## src/rtl/if_id_dual_reg_if.sv

```systemverilog
// Fetch/hazard/decode bundle for the dual-slot IF/ID register.
// Perf counter signals exist only when IF_ID_PERF_COUNT_EN is defined.
`ifndef NUM_PIPE_MASKS
`define NUM_PIPE_MASKS 5
`endif
`ifndef PIPE_REG_PC
`define PIPE_REG_PC 0
`endif
`ifndef PIPE_REG_IF_ID
`define PIPE_REG_IF_ID 1
`endif
`ifndef PIPE_REG_ID_EX
`define PIPE_REG_ID_EX 2
`endif
`ifndef OP_CODE_BITS
`define OP_CODE_BITS 6
`endif
`ifndef OP_CODE_NOP
`define OP_CODE_NOP 6'h3f
`endif
`ifndef NUM_REGISTERS_LOG2
`define NUM_REGISTERS_LOG2 5
`endif

interface if_id_dual_reg_if #(
    parameter int unsigned WIDTH    = 32,
    parameter int unsigned PC_WIDTH = 16
);
    logic                             flush;
    logic [WIDTH-1:0]                 fetch_instr0, fetch_instr1;
    logic [PC_WIDTH-1:0]              fetch_pc0, fetch_pc1;
    logic                             fetch_first;
    logic [`NUM_PIPE_MASKS-1:0]       stall0, stall1, nop0, nop1;
    logic                             clear0, clear1;
    logic [WIDTH-1:0]                 if_id_instr0, if_id_instr1;
    logic [PC_WIDTH-1:0]              if_id_pc0, if_id_pc1;
    logic [`OP_CODE_BITS-1:0]         if_id_opcode0, if_id_opcode1;
    logic [`NUM_REGISTERS_LOG2-1:0]   if_id_rs0, if_id_rs1, if_id_rt0, if_id_rt1;
    logic [`NUM_REGISTERS_LOG2-1:0]   if_id_rd0, if_id_rd1;
    logic                             if_id_valid0, if_id_valid1;
    logic                             first;
`ifdef IF_ID_PERF_COUNT_EN
    logic [31:0]                      perf_stall_cycles, perf_split_issues;
`endif

    modport master (
`ifdef IF_ID_PERF_COUNT_EN
        input  perf_stall_cycles, perf_split_issues,
`endif
        output flush, fetch_instr0, fetch_instr1, fetch_pc0, fetch_pc1, fetch_first,
        output stall0, stall1, nop0, nop1, clear0, clear1,
        input  if_id_instr0, if_id_instr1, if_id_pc0, if_id_pc1,
        input  if_id_opcode0, if_id_opcode1, if_id_rs0, if_id_rs1, if_id_rt0, if_id_rt1,
        input  if_id_rd0, if_id_rd1, if_id_valid0, if_id_valid1, first
    );

    modport slave (
`ifdef IF_ID_PERF_COUNT_EN
        output perf_stall_cycles, perf_split_issues,
`endif
        input  flush, fetch_instr0, fetch_instr1, fetch_pc0, fetch_pc1, fetch_first,
        input  stall0, stall1, nop0, nop1, clear0, clear1,
        output if_id_instr0, if_id_instr1, if_id_pc0, if_id_pc1,
        output if_id_opcode0, if_id_opcode1, if_id_rs0, if_id_rs1, if_id_rt0, if_id_rt1,
        output if_id_rd0, if_id_rd1, if_id_valid0, if_id_valid1, first
    );
endinterface

```

## src/rtl/if_id_dual_reg.sv

```systemverilog
// Dual-slot IF/ID pipeline register with per-slot stall/nop/clear and field decode.
// Optional hazard perf counters are built when IF_ID_PERF_COUNT_EN is defined.
`ifndef NUM_PIPE_MASKS
`define NUM_PIPE_MASKS 5
`endif
`ifndef PIPE_REG_IF_ID
`define PIPE_REG_IF_ID 1
`endif
`ifndef OP_CODE_BITS
`define OP_CODE_BITS 6
`endif
`ifndef OP_CODE_NOP
`define OP_CODE_NOP 6'h3f
`endif
`ifndef NUM_REGISTERS_LOG2
`define NUM_REGISTERS_LOG2 5
`endif

module if_id_dual_reg #(
    parameter int unsigned WIDTH    = 32,
    parameter int unsigned PC_WIDTH = 16
) (
    input logic               clk,
    input logic               reset,
    if_id_dual_reg_if.slave   bus
);
    localparam logic [`OP_CODE_BITS-1:0] NopOp = `OP_CODE_NOP;
    localparam logic [WIDTH-1:0] EmptyInstr = {NopOp, {(WIDTH - `OP_CODE_BITS){1'b0}}};

    logic [WIDTH-1:0]    instr_q [2];
    logic [WIDTH-1:0]    instr_d [2];
    logic [PC_WIDTH-1:0] pc_q [2];
    logic [PC_WIDTH-1:0] pc_d [2];
    logic [1:0]          valid_q, valid_d;
    logic                first_q, first_d;

    logic [WIDTH-1:0]    fetch_instr [2];
    logic [PC_WIDTH-1:0] fetch_pc [2];
    logic [1:0]          stall_b, nop_b, clear_b, load, hold;

    always_comb begin
        fetch_instr[0] = bus.fetch_instr0;
        fetch_instr[1] = bus.fetch_instr1;
        fetch_pc[0]    = bus.fetch_pc0;
        fetch_pc[1]    = bus.fetch_pc1;
        stall_b = {bus.stall1[`PIPE_REG_IF_ID], bus.stall0[`PIPE_REG_IF_ID]};
        nop_b   = {bus.nop1[`PIPE_REG_IF_ID], bus.nop0[`PIPE_REG_IF_ID]};
        clear_b = {bus.clear1, bus.clear0};
        // Anything that empties a slot outranks the stall.
        hold = ~{2{bus.flush}} & ~clear_b & ~nop_b & stall_b;
        load = ~{2{bus.flush}} & ~clear_b & ~nop_b & ~stall_b;
    end

    always_comb begin
        for (int i = 0; i < 2; i++) begin
            instr_d[i] = EmptyInstr;
            pc_d[i]    = '0;
            valid_d[i] = 1'b0;
            if (load[i]) begin
                instr_d[i] = fetch_instr[i];
                pc_d[i]    = fetch_pc[i];
                valid_d[i] = 1'b1;
            end else if (hold[i]) begin
                instr_d[i] = instr_q[i];
                pc_d[i]    = pc_q[i];
                valid_d[i] = valid_q[i];
            end
        end
        // A held slot next to a freshly loaded one is the older instruction.
        first_d = first_q;
        if (bus.flush)                  first_d = 1'b0;
        else if (load[0] && load[1])    first_d = bus.fetch_first;
        else if (load[0] && hold[1])    first_d = 1'b1;
        else if (hold[0] && load[1])    first_d = 1'b0;
    end

    always_ff @(posedge clk) begin
        if (reset) begin
            for (int i = 0; i < 2; i++) begin
                instr_q[i] <= EmptyInstr;
                pc_q[i]    <= '0;
            end
            valid_q <= 2'b00;
            first_q <= 1'b0;
        end else begin
            for (int i = 0; i < 2; i++) begin
                instr_q[i] <= instr_d[i];
                pc_q[i]    <= pc_d[i];
            end
            valid_q <= valid_d;
            first_q <= first_d;
        end
    end

    assign bus.if_id_instr0  = instr_q[0];
    assign bus.if_id_instr1  = instr_q[1];
    assign bus.if_id_pc0     = pc_q[0];
    assign bus.if_id_pc1     = pc_q[1];
    assign bus.if_id_opcode0 = instr_q[0][31:26];
    assign bus.if_id_opcode1 = instr_q[1][31:26];
    assign bus.if_id_rs0     = instr_q[0][25:21];
    assign bus.if_id_rs1     = instr_q[1][25:21];
    assign bus.if_id_rt0     = instr_q[0][20:16];
    assign bus.if_id_rt1     = instr_q[1][20:16];
    assign bus.if_id_rd0     = instr_q[0][15:11];
    assign bus.if_id_rd1     = instr_q[1][15:11];
    assign bus.if_id_valid0  = valid_q[0];
    assign bus.if_id_valid1  = valid_q[1];
    assign bus.first         = first_q;

    logic unused_masks;
    assign unused_masks = ^{bus.stall0, bus.stall1, bus.nop0, bus.nop1};

`ifdef IF_ID_PERF_COUNT_EN
    logic [31:0] stall_cnt_q, split_cnt_q;

    always_ff @(posedge clk) begin
        if (reset) begin
            stall_cnt_q <= '0;
            split_cnt_q <= '0;
        end else begin
            if (|(hold & valid_q)) stall_cnt_q <= stall_cnt_q + 32'd1;
            if (bus.clear0 ^ bus.clear1) split_cnt_q <= split_cnt_q + 32'd1;
        end
    end

    assign bus.perf_stall_cycles = stall_cnt_q;
    assign bus.perf_split_issues = split_cnt_q;
`endif
endmodule

```

## src/flat_wrapper.sv

```systemverilog
// flat-port wrapper written by rule: the top's interface ports become plain ports
module if_id_dual_reg_flat 
#(
    parameter int unsigned WIDTH    = 32,
    parameter int unsigned PC_WIDTH = 16
)
  (clk, reset, bus_flush, bus_fetch_instr0, bus_fetch_instr1, bus_fetch_pc0, bus_fetch_pc1, bus_fetch_first, bus_stall0, bus_stall1, bus_nop0, bus_nop1, bus_clear0, bus_clear1, bus_if_id_instr0, bus_if_id_instr1, bus_if_id_pc0, bus_if_id_pc1, bus_if_id_opcode0, bus_if_id_opcode1, bus_if_id_rs0, bus_if_id_rs1, bus_if_id_rt0, bus_if_id_rt1, bus_if_id_rd0, bus_if_id_rd1, bus_if_id_valid0, bus_if_id_valid1, bus_first);
  if_id_dual_reg_if #(.WIDTH(WIDTH), .PC_WIDTH(PC_WIDTH)) bus_i ();
  input logic clk;
  input logic reset;
  input wire logic [$bits(bus_i.flush)-1:0] bus_flush;
  input wire logic [$bits(bus_i.fetch_instr0)-1:0] bus_fetch_instr0;
  input wire logic [$bits(bus_i.fetch_instr1)-1:0] bus_fetch_instr1;
  input wire logic [$bits(bus_i.fetch_pc0)-1:0] bus_fetch_pc0;
  input wire logic [$bits(bus_i.fetch_pc1)-1:0] bus_fetch_pc1;
  input wire logic [$bits(bus_i.fetch_first)-1:0] bus_fetch_first;
  input wire logic [$bits(bus_i.stall0)-1:0] bus_stall0;
  input wire logic [$bits(bus_i.stall1)-1:0] bus_stall1;
  input wire logic [$bits(bus_i.nop0)-1:0] bus_nop0;
  input wire logic [$bits(bus_i.nop1)-1:0] bus_nop1;
  input wire logic [$bits(bus_i.clear0)-1:0] bus_clear0;
  input wire logic [$bits(bus_i.clear1)-1:0] bus_clear1;
  output wire logic [$bits(bus_i.if_id_instr0)-1:0] bus_if_id_instr0;
  output wire logic [$bits(bus_i.if_id_instr1)-1:0] bus_if_id_instr1;
  output wire logic [$bits(bus_i.if_id_pc0)-1:0] bus_if_id_pc0;
  output wire logic [$bits(bus_i.if_id_pc1)-1:0] bus_if_id_pc1;
  output wire logic [$bits(bus_i.if_id_opcode0)-1:0] bus_if_id_opcode0;
  output wire logic [$bits(bus_i.if_id_opcode1)-1:0] bus_if_id_opcode1;
  output wire logic [$bits(bus_i.if_id_rs0)-1:0] bus_if_id_rs0;
  output wire logic [$bits(bus_i.if_id_rs1)-1:0] bus_if_id_rs1;
  output wire logic [$bits(bus_i.if_id_rt0)-1:0] bus_if_id_rt0;
  output wire logic [$bits(bus_i.if_id_rt1)-1:0] bus_if_id_rt1;
  output wire logic [$bits(bus_i.if_id_rd0)-1:0] bus_if_id_rd0;
  output wire logic [$bits(bus_i.if_id_rd1)-1:0] bus_if_id_rd1;
  output wire logic [$bits(bus_i.if_id_valid0)-1:0] bus_if_id_valid0;
  output wire logic [$bits(bus_i.if_id_valid1)-1:0] bus_if_id_valid1;
  output wire logic [$bits(bus_i.first)-1:0] bus_first;
  assign bus_i.flush = bus_flush;
  assign bus_i.fetch_instr0 = bus_fetch_instr0;
  assign bus_i.fetch_instr1 = bus_fetch_instr1;
  assign bus_i.fetch_pc0 = bus_fetch_pc0;
  assign bus_i.fetch_pc1 = bus_fetch_pc1;
  assign bus_i.fetch_first = bus_fetch_first;
  assign bus_i.stall0 = bus_stall0;
  assign bus_i.stall1 = bus_stall1;
  assign bus_i.nop0 = bus_nop0;
  assign bus_i.nop1 = bus_nop1;
  assign bus_i.clear0 = bus_clear0;
  assign bus_i.clear1 = bus_clear1;
  assign bus_if_id_instr0 = bus_i.if_id_instr0;
  assign bus_if_id_instr1 = bus_i.if_id_instr1;
  assign bus_if_id_pc0 = bus_i.if_id_pc0;
  assign bus_if_id_pc1 = bus_i.if_id_pc1;
  assign bus_if_id_opcode0 = bus_i.if_id_opcode0;
  assign bus_if_id_opcode1 = bus_i.if_id_opcode1;
  assign bus_if_id_rs0 = bus_i.if_id_rs0;
  assign bus_if_id_rs1 = bus_i.if_id_rs1;
  assign bus_if_id_rt0 = bus_i.if_id_rt0;
  assign bus_if_id_rt1 = bus_i.if_id_rt1;
  assign bus_if_id_rd0 = bus_i.if_id_rd0;
  assign bus_if_id_rd1 = bus_i.if_id_rd1;
  assign bus_if_id_valid0 = bus_i.if_id_valid0;
  assign bus_if_id_valid1 = bus_i.if_id_valid1;
  assign bus_first = bus_i.first;
  if_id_dual_reg #(.WIDTH(WIDTH), .PC_WIDTH(PC_WIDTH)) u_core (.clk(clk), .reset(reset), .bus(bus_i));
endmodule
```

## config.mk

```make
export PLATFORM = sky130hd
export DESIGN_NAME = if_id_dual_reg_flat
export DESIGN_NICKNAME = d
export VERILOG_FILES = /design/src/rtl/if_id_dual_reg_if.sv /design/src/rtl/if_id_dual_reg.sv /design/src/flat_wrapper.sv
export SDC_FILE = /design/constraint.sdc
export NUM_CORES = 1
export LEC_CHECK = 0
export ABC_CLOCK_PERIOD_IN_PS = 3250
export BUFFER_PORTS_ARGS = -buffer_cell sky130_fd_sc_hd__buf_4
export CAP_MARGIN = 10
export CORE_MARGIN = 3
export CORE_UTILIZATION = 30
export DETAILED_ROUTE_END_ITERATION = 7
export PLACE_DENSITY = 0.6
export SYNTH_ARGS = -nofsm -noshare
export SYNTH_HDL_FRONTEND = slang
export SYNTH_SLANG_ARGS = --single-unit
```

## constraint.sdc

```tcl
create_clock -name clk -period 3.25 [get_ports clk]
set_clock_uncertainty 0.15 [all_clocks]
set_input_delay 0.1625 -clock clk [delete_from_list [all_inputs] [get_ports clk]]
set_output_delay 0.1625 -clock clk [all_outputs]
set_load 0.03 [all_outputs]
```

==> key figures, run 1 <==
Detailed routing
  – Remaining DRCs: 0
  – Drt pass-1 iters: 4
  – Iter 0 DRT Violations: 118
  – Total Routed Length: 11.14 mm
  – Routed Antenna Nets: 0
  – Via density: 4.565
  – Via count: 3296
  – Drt wl/cell: 15.43 microns

STA
  – Worst slew pin tran: 572.0 ps
  – Hold Fails Final Rpt: 0
  – Setup TNS: 0 ps
  – Worst slew margin: 0.6187
  – Final setup vio count: 0
  – Final-report max-slew violation count: 0
  – Peak Freq: 0.4685 GHz
  – Final worst-path cycle share: 0.6568
  – Unrepaired setup endpoints after global routing: no
  – Tmin final: 2135 ps

Cells and area
  – Area Growth Syn to Fin: 83.50%
  – Nets: 699
  – Layout cell share with drive strength beyond 1: 0.4588
  – N_diodes: 0
  – Number of fillers in the final layout: 874
  – Most common cell after layout, fill and taps aside: buf_4
  – Final Non-Filler Cells: 722
  – Util after Layout: 0.5751
  – Most frequent cells in the layout: 249 x buf_4, 102 x dlygate4sd3_1, 99 x dfxtp_1

Synth
  – Post-synth cell types: 23
  – Post-Syn Nets: 401
  – Mean Syn Cell Area: 12.39 sq um
  – Syn Inst Count: 279
  – Compound-gate portion of the synthesized area: 0.2519
  – Top cell type's share of synthesized area: 0.5733
  – Seq cells post-synth: 99
  – Post-Synth Simple-Gate Area: 0.03909
  – Area leader, netlist: dfxtp_1
  – Synth warn: 0
  – Netlist Area Pre-Place: 0.003457 sq mm
  – Sequential cell area fraction in the yosys report: 0.5733
  – Largest cells by area after synthesis: dfxtp_1 57%, a22o_1 21%, buf_4 9.1%
  – Post-synthesis mux area share: 0
  – Largest family of logic cells by synthesized area: compound AO/OA/AOI/OAI gates
  – Synth Area in Adders: 0
  – XOR/XNOR Fraction of Synth Area: 0

Clock tree
  – H-tree levels: 3
  – # Post-CTS Setup Buffers: 0
  – Cts bufs inserted: 9
  – Clock transition at path regs: 70 ps
  – CTS tree: built
  – Clock tree buffer depth: 2
  – Clock root cell: clkbuf_16
  – Clock Latency Late Sink: 340 ps
  – Clock Sinks: 99

Setup path
  – Slowest-stage cell, CP: dlygate4sd3_1
  – Top cell by count, worst path: dlygate4sd3_1
  – Reg2Reg Depth: 3
  – Crit-path max FO: 7
  – Type of origin of the critical path: primary input
  – Critical path endpoint category: register
  – WP data required: 3330 ps
  – Worst Path Buf+Inv: 3
  – Crit Path Class: primary input to register
  – CP arrival: 2220 ps
  – Cell count along the critical path: 6
  – Slowest cell delay on critical path: 560 ps
  – Worst path cell trace: dlygate4sd3_1 -> buf_4 -> or4_1 -> o211ai_1 -> o41ai_1 -> dlygate4sd3_1
  – CP delay by family, top: buffers and inverters

Global routing
  – GRT overflow: 0
  – Vias in the first global route: 3371
  – First-pass GRT wire length: 17.02 mm
  – Antenna violations before repair: 0
  – Gr usage total: 0.1656
  – Largest net degree at the start of global routing: 43

Hold path
  – Hold/Removal Path Class: primary input to register
  – Hold Path Depth: 4

Floorplanning
  – Initial Util: 0.3134
  – Row cnt: 38
  – Chip height: 113.3 microns
  – Full die area: 0.01285 sq mm
  – Core ar.: 0.01103 sq mm
  – Chip Width: 113.3 microns
  – I/O pin cnt: 263

Flow run
  – Maxcap violations: 0

Outcome
  – Status: completed

Power and ir drop
  – Pwr dens: 398.6 mW/mm^2
  – Peak VDD IR: 0.2394 mV
  – Leakage: 0.002951 uW

Placement
  – GP Congestion: 0.6956
  – Port Buffer Count: 246
  – Placed cell count: 604
  – HPWL Detailed: 7.105 mm
==> worst min-delay path, cell delays in order <==
cell and delay, ps:
buf_4 90, nor4_2 50, nand2_1 180, o22a_1 170
==> area by class of cell <==
cell class | instances | area [sq um] | area share
tap | 140 | 175.2 | 0.02761
clock inverter | 2 | 10.01 | 0.001578
multi-input combinational | 114 | 1015 | 0.1600
inverter | 2 | 7.507 | 0.001183
clock buffer | 14 | 264.0 | 0.04162
sequential | 99 | 1982 | 0.3124
timing repair buffer | 351 | 2890 | 0.4556
==> registers in the layout, summed over array words and instances, names as in the netlist <==
signal and count:
u_core.instr_q 64, u_core.bus.first 1, u_core.pc_q 32, u_core.valid_q 2
==> kinds of logic (layout without fill, tap and decap cells) <==
kind of cell | count (synthesis) | count (layout)
compound gates | 100 | 100
flops | 99 | 99
buf+inv | 66 | 369
simple gates | 14 | 14
==> Yosys cell counts (all sizes together) <==
master / count
nor4: 2
nand2b: 1
o211ai: 1
or2: 1
dfxtp: 99
o41ai: 1
a21oi: 1
nor2: 3
nor4b: 1
clkbuf: 1
and2: 1
or4: 3
a2111oi: 1
or4b: 1
nand2: 1
a22o: 84
buf: 63
o22a: 12
inv: 2
==> metrics by stage <==
step	hold slack [ps]	setup slack (ps)	power, uW	cell area, sq um
floorplan	107.0	1692	1341	3457
global placement	216.4	1419	1463	5049
detailed placement	222.3	1400	1466	5049
CTS	172.3	1128	2553	6344
global route	232.2	1073	2627	6344
finish	191.9	1115	2529	6344
==> final timing paths <==
kind / start / to / slack (ps)
max: bus_stall1[1] / u_core.bus.first$_SDFFE_PP0P_ / 1120
min: bus_nop0[1] / u_core.instr_q[0][30]$_SDFFE_PP1P_ / 190
max reg2reg: u_core.valid_q[1]$_SDFFE_PP0P_ / u_core.valid_q[1]$_SDFFE_PP0P_ / 1740
min reg2reg: u_core.instr_q[0][1]$_SDFFE_PP0P_ / u_core.instr_q[0][1]$_SDFFE_PP0P_ / 330
==> metal layers <==
metal | GRT usage | vias up | wire [microns]
met2 | 0.2788 | 186 | 5270
li1 | - | 1595 | -
met3 | 0.04759 | 25 | 1021
met1 | 0.1940 | 1490 | 4537
met4 | 0.07772 | 0 | 310
met5 | 0 | - | 0
==> power breakdown <==
group / leakage, uW / switching (uW) / internal (uW)
logic: 0.00201 / 112 / 193
clock network: 0.000137 / 428 / 559
registers: 0.000800 / 9.01 / 1230
total: 0.00295 / 550 / 1980
==> repair_timing <==
action,in CTS,in global routing
resized for setup,0,0
hold buffers,102,0
endpoints found under the hold margin,99,0
Power figures use the tool's default switching activity.
==> run 2, diff against run 1 <==
--- a/config.mk
+++ b/config.mk
@@ -5,13 +5,14 @@
 export SDC_FILE = /design/constraint.sdc
 export NUM_CORES = 1
 export LEC_CHECK = 0
-export ABC_CLOCK_PERIOD_IN_PS = 3250
+export ABC_AREA = 1
+export ABC_CLOCK_PERIOD_IN_PS = 1820
 export BUFFER_PORTS_ARGS = -buffer_cell sky130_fd_sc_hd__buf_4
 export CAP_MARGIN = 10
 export CORE_MARGIN = 3
 export CORE_UTILIZATION = 30
 export DETAILED_ROUTE_END_ITERATION = 7
-export PLACE_DENSITY = 0.6
+export PLACE_DENSITY = 0.59
 export SYNTH_ARGS = -nofsm -noshare
 export SYNTH_HDL_FRONTEND = slang
 export SYNTH_SLANG_ARGS = --single-unit
==> constraint.sdc (replaced) <==
create_clock -name clk -period 1.82 [get_ports clk]
set_clock_uncertainty 0.15 [all_clocks]
set_input_delay 0.091 -clock clk [delete_from_list [all_inputs] [get_ports clk]]
set_output_delay 0.091 -clock clk [all_outputs]
set_load 0.03 [all_outputs]
==> key figures, run 2 <==
Outcome
  – Status: complete, but fails checks
  – Failing checks: negative hold slack, negative setup slack

Floorplanning
  – I/O pin cnt: 263
  – Initial Util: 0.3148
  – Core ar.: 0.01293 sq mm
  – Chip height: 122.5 microns
  – Row cnt: 41
  – Full die area: 0.01500 sq mm
  – Chip Width: 122.5 microns

Detailed routing
  – Remaining DRCs: 0
  – Iter 0 DRT Violations: 109
  – Via density: 4.383
  – Via count: 4208
  – Met3 routed WL: 845 microns
  – Top Metal Used: met4
  – Total Routed Length: 13.35 mm
  – Drt pass-1 iters: 4
  – Wire length on met2: 6.857 mm
  – Routed Antenna Nets: 0
  – Routed length on met1: 5.222 mm
  – Drt wl/cell: 13.91 microns

Placement
  – Placed cell count: 825
  – HPWL Detailed: 8.217 mm
  – GP Congestion: 0.7548
  – Post-DP Area: 0.005678 sq mm
  – Port Buffer Count: 246
  – Pre-CTS setup slack: 382.1 ps

Clock tree
  – Clock transition at path regs: 70 ps
  – Cts bufs inserted: 9
  – Clock Latency Late Sink: 320 ps
  – Clock tree buffer depth: 2
  – CTS tree: built
  – H-tree levels: 3
  – Clock root cell: clkbuf_16
  – Clock Sinks: 99

Cells and area
  – N_diodes: 0
  – Final Non-Filler Cells: 960
  – Most frequent cells in the layout: 257 x buf_4, 153 x nand2_1, 105 x dlygate4sd3_1
  – Max reg flops: 64
  – Largest regs: u_core.instr_q (64), u_core.pc_q (32), u_core.valid_q (2)
  – Post-route cell area: 0.007239 sq mm
  – Nets: 905
  – Most common cell after layout, fill and taps aside: buf_4
  – Number of fillers in the final layout: 1146
  – FF+latch area: 0.001982 sq mm
  – Util after Layout: 0.5600
  – Area of the multi-input gates: 0.001564 sq mm
  – Top reg by flops: u_core.instr_q
  – Area Growth Syn to Fin: 77.87%
  – Layout cell share with drive strength beyond 1: 0.4543

Global routing
  – Antenna violations before repair: 0
  – Largest net degree at the start of global routing: 48
  – Vias in the first global route: 4139
  – GRT overflow: 0
  – Gr usage total: 0.1629
  – First-pass GRT wire length: 19.80 mm

Setup path
  – CP arrival: 1890 ps
  – Type of origin of the critical path: primary input
  – Critical path endpoint category: register
  – WP data required: 1880 ps
  – Crit-path max FO: 7
  – Crit Path Class: primary input to register

STA
  – Unrepaired setup endpoints after global routing: yes
  – Setup TNS: -8.971 ps
  – Final-report max-slew violation count: 0
  – Tmin final: 1829 ps
  – Worst slew margin: 0.6504
  – Hold WS: -9.146 ps
  – Hold Fails Final Rpt: 1
  – Final worst-path cycle share: 1.005
  – Worst slew pin tran: 524.4 ps
  – Peak Freq: 0.5468 GHz
  – Setup ws final: -8.971 ps
  – Final setup vio count: 1

Synth
  – Syn Inst Count: 471
  – Post-synth top cells: 153 x nand2_1, 99 x dfxtp_1, 54 x a21oi_1
  – Mean Syn Cell Area: 8.642 sq um
  – Async set-or-reset flop fraction in the synthesized netlist: 0
  – Area leader, netlist: dfxtp_1
  – Netlist Area Pre-Place: 0.004070 sq mm
  – Largest cells by area after synthesis: dfxtp_1 49%, nand2_1 14%, buf_4 9.2%
  – Post-Syn Nets: 593
  – Sequential cell area fraction in the yosys report: 0.4869
  – Number of enable flip-flop cells after synthesis: 0
  – Post-synth cell types: 23
  – Seq cells post-synth: 99
  – Main synth FF type: dfxtp_1
  – Top cell type's share of synthesized area: 0.4869
  – Synth warn: 0
  – Most common cell in the synthesized netlist: nand2_1

Power and ir drop
  – Peak VDD IR: 0.3629 mV
  – Pwr dens: 684.0 mW/mm^2
  – Leakage: 0.003066 uW

Flow run
  – Maxcap violations: 0

Hold path
  – Hold/Removal Path Class: primary input to register
## run 2: cell count changes after synthesis, sizes merged, moves of 3 or more
cell | previous run | this run
nand3 | 0 | 4
inv | 2 | 8
a22o | 84 | 0
or4 | 3 | 0
a21oi | 1 | 85
o22ai | 0 | 12
o22a | 12 | 0
nor2 | 3 | 6
clkbuf | 1 | 7
nand2 | 1 | 183
## run 2: layout make-up
class / count / share of cell area
Multi-Input combinational cell: 294 / 0.2160
Clock inverter: 4 / 0.01002
Timing Repair Buffer: 369 / 0.4290
Sequential cell: 99 / 0.2738
Clock buffer: 12 / 0.03543
Tap cell: 172 / 0.02973
Inverter: 10 / 0.006049
## run 2: worst max-delay path, cell delays in order
cell and delay [ps]:
dlygate4sd3_1 570, buf_4 170, nor2_4 150, nand3_4 140, o22ai_1 170, dlygate4sd3_1 560
nand2_1 40
## run 2: power breakdown
| group | internal [uW] | switching, uW | leakage, uW |
|---|---|---|---|
| clock | 1280 | 802 | 0.000159 |
| sequential | 2190 | 15.9 | 0.000800 |
| combinational | 381 | 285 | 0.00211 |
| total | 3850 | 1100 | 0.00307 |
## run 2: kinds of logic after synthesis
family	after synthesis	synth area share
compound gates	100	0.1559
buf+inv	78	0.1420
flops	99	0.4869
simple gates	194	0.2152
## run 2: path summary, 6_finish.rpt
path | from | cells after the start | slack (ps) | end
worst max-delay path | bus_flush | 7 | -9 | u_core.instr_q[0][60]$_SDFFE_PP1P_
worst max register to register | u_core.instr_q[0][60]$_SDFFE_PP1P_ | 3 | 450 | u_core.instr_q[0][60]$_SDFFE_PP1P_
worst min-delay path | bus_stall1[1] | 4 | -9 | u_core.instr_q[0][59]$_SDFFE_PP1P_
worst min register to register | u_core.pc_q[0][15]$_SDFFE_PP0P_ | 2 | 310 | u_core.pc_q[0][15]$_SDFFE_PP0P_
## run 2: repair_timing
item                                    in CTS  in global routing
endpoints found under the setup margin       0                 13
hold endpoints to repair                    99                  1
setup buffers                                0                 12
gates resized for setup                      0                 11
hold buffers                               115                  1
## run 2: through the flow
| step | hold slack (ps) | total power, uW |
|---|---|---|
| 5_1_grt | 9.647 | 5136 |
| 3_3_place_gp | 155.1 | 2702 |
| 3_5_place_dp | 161.7 | 2707 |
| 6_report | -9.146 | 4952 |
| 2_1_floorplan | 68.68 | 2464 |
| 4_1_cts | 8.276 | 4983 |
## run 2: layer usage
layer	vias to the layer above	GRT usage
met5	-	0
met4	0	0.06788
met3	34	0.02949
met2	160	0.2975
met1	1925	0.1858
li1	2089	-
==> run 3, diff against run 2 <==
--- a/config.mk
+++ b/config.mk
@@ -6,13 +6,13 @@
 export NUM_CORES = 1
 export LEC_CHECK = 0
 export ABC_AREA = 1
-export ABC_CLOCK_PERIOD_IN_PS = 1820
+export ABC_CLOCK_PERIOD_IN_PS = 1700
 export BUFFER_PORTS_ARGS = -buffer_cell sky130_fd_sc_hd__buf_4
 export CAP_MARGIN = 10
 export CORE_MARGIN = 3
 export CORE_UTILIZATION = 30
 export DETAILED_ROUTE_END_ITERATION = 7
-export PLACE_DENSITY = 0.59
+export PLACE_DENSITY = 0.57
 export SYNTH_ARGS = -nofsm -noshare
 export SYNTH_HDL_FRONTEND = slang
 export SYNTH_SLANG_ARGS = --single-unit
==> constraint.sdc (replaced) <==
create_clock -name clk -period 1.7 [get_ports clk]
set_clock_uncertainty 0.15 [all_clocks]
set_input_delay 0.085 -clock clk [delete_from_list [all_inputs] [get_ports clk]]
set_output_delay 0.085 -clock clk [all_outputs]
set_load 0.03 [all_outputs]
==> key figures, run 3 (synthesis gave the netlist of run 2 again) <==
Global routing
  – Met2 Usage GRT: 0.3143
  – Gr usage total: 0.1715
  – First-pass GRT wire length: 20.35 mm
  – GRT overflow: 0
  – GR peak layer: met2
  – M3 GR Usage: 0.04009
  – Vias in the first global route: 4271
  – Antenna violations before repair: 0
  – Global routing usage on met1: 0.1803
  – Largest net degree at the start of global routing: 45

Clock tree
  – Clock Sinks: 99
  – Clock Latency Late Sink: 330 ps
  – Clock root cell: clkbuf_16
  – Clock tree buffer depth: 2
  – H-tree levels: 3
  – Cts bufs inserted: 9
  – CTS tree: built
  – Clock transition at path regs: 60 ps

Cells and area
  – Number of fillers in the final layout: 1172
  – N_diodes: 0
  – Most frequent cells in the layout: 251 x buf_4, 153 x nand2_1, 111 x dlygate4sd3_1
  – FF+latch area: 0.001982 sq mm
  – Layout cell share with drive strength beyond 1: 0.4432
  – Max reg flops: 64
  – Area of the multi-input gates: 0.001548 sq mm
  – Util after Layout: 0.5538
  – Largest regs: u_core.instr_q (64), u_core.pc_q (32), u_core.valid_q (2)
  – Nets: 902
  – Area Growth Syn to Fin: 75.90%
  – Most common cell after layout, fill and taps aside: buf_4
  – Top reg by flops: u_core.instr_q

Detailed routing
  – Routed Antenna Nets: 0
  – Iter 0 DRT Violations: 177
  – Total Routed Length: 13.44 mm
  – Drt pass-1 iters: 5
  – Via density: 4.372
  – Drt wl/cell: 14.07 microns
  – Via count: 4175
  – Remaining DRCs: 0

Floorplanning
  – Row cnt: 41
  – Chip Width: 122.5 microns
  – Full die area: 0.01500 sq mm
  – Initial Util: 0.3148
  – Core ar.: 0.01293 sq mm
  – Chip height: 122.5 microns
  – I/O pin cnt: 263

STA
  – Setup TNS: 0 ps
  – Final-report max-slew violation count: 0
  – Hold WS: 17.38 ps
  – Worst slew margin: 0.6954
  – Final setup vio count: 0
  – Unrepaired setup endpoints after global routing: no
  – Hold Fails Final Rpt: 0
  – Peak Freq: 0.6046 GHz
  – Worst slew pin tran: 456.3 ps
  – Final worst-path cycle share: 0.9730
  – Tmin final: 1654 ps

Power and ir drop
  – P_sw: 1152 uW
  – Int Pwr: 3984 uW
  – Combinational share of power: 0.136
  – Peak VDD IR: 0.3734 mV
  – Net Sw Frac: 0.2242
  – Seq pwr share: 0.460
  – Leakage: 0.003031 uW
  – Pwr dens: 717.4 mW/mm^2
  – Clock group share of total power: 0.405

Placement
  – GP Congestion: 0.7252
  – Port Buffer Count: 246
  – HPWL Detailed: 8.358 mm

Hold path
  – Hold Path Depth: 4
  – HP Start: bus_stall1[1]
  – Hold/Removal Path Class: primary input to register
  – Hold Path End: u_core.valid_q[1]$_SDFFE_PP0P_

Outcome
  – Status: completed

Setup path
  – Worst R2R Setup Slack: 300 ps
  – Reg2Reg Depth: 3
  – CP arrival: 1720 ps
  – Worst R2R Start: u_core.instr_q[0][63]$_SDFFE_PP1P_
  – Reg2reg end: u_core.instr_q[0][63]$_SDFFE_PP1P_
  – WP data required: 1770 ps
  – Crit Path Class: primary input to register
  – Type of origin of the critical path: primary input
  – Crit-path max FO: 6
  – Critical path endpoint category: register

Flow run
  – Maxcap violations: 0
## run 3: cell types whose count changed in the layout (fill, tap and decap cells not counted), moves of 2 or more
| cell | previous run | this run |
|---|---|---|
| buf_4 | 257 | 251 |
| dlygate4sd3_1 | 105 | 111 |
| buf_12 | 5 | 3 |
| o22ai_1 | 4 | 6 |
| o22ai_2 | 8 | 6 |
## run 3: power by group through the flow
stage	registers [uW]	logic (uW)	clock network (uW)
after floorplan	2460	178	0
after global placement	2410	483	0
after detailed placement	2410	486	0
after CTS	2360	688	2140
after global routing	2360	745	2230
final	2360	698	2080
## run 3: area by class of cell
cell class,instances,area share
multi-input cells,294,0.2162
clock buffers,12,0.03722
well taps,172,0.03006
repair buffers,366,0.4285
clock inverters,2,0.004893
inverters,10,0.006292
flip-flops and latches,99,0.2768
## run 3: timing repair
action | in CTS | in global routing
buffers inserted | 0 | 4
endpoints found under the hold margin | 99 | 0
endpoints found under the setup margin | 0 | 49
resized for setup | 0 | 9
hold buffers | 116 | 0
## run 3: critical path, cell delays in order
cell,delay (ps)
dlygate4sd3_1,560
buf_4,160
inv_2,80
nand3_4,130
o22ai_2,110
dlygate4sd3_1,560
nand2_1,40
## run 3: layer usage
layer	wire length, microns	vias up
met5	0	-
met4	488	0
met3	903	29
met2	6947	161
met1	5101	1901
li1	-	2084
## run 3: worst max path at each step
stage                        from                            endpoint  slack, ps
CTS                 bus_stall0[1]   u_core.instr_q[0][0]$_SDFFE_PP0P_          9
global placement      bus_nop0[1]      u_core.pc_q[0][6]$_SDFFE_PP0P_        220
finish              bus_stall0[1]  u_core.instr_q[0][30]$_SDFFE_PP1P_         50
floorplan                   reset  u_core.instr_q[0][33]$_SDFFE_PP0P_        690
detailed placement      bus_flush   u_core.instr_q[0][0]$_SDFFE_PP0P_        150
global route        bus_stall0[1]  u_core.instr_q[0][30]$_SDFFE_PP1P_         10
## run 3: stage by stage
stage | power (uW) | area, sq um | setup WS, ps | cells
after global placement | 2894 | 5665 | 216.2 | 825
final | 5136 | 7159 | 45.92 | 955
after floorplan | 2638 | 4070 | 691.8 | 471
after CTS | 5189 | 7128 | 8.657 | 955
after global routing | 5335 | 7159 | 11.34 | 955
after detailed placement | 2898 | 5665 | 146.6 | 825
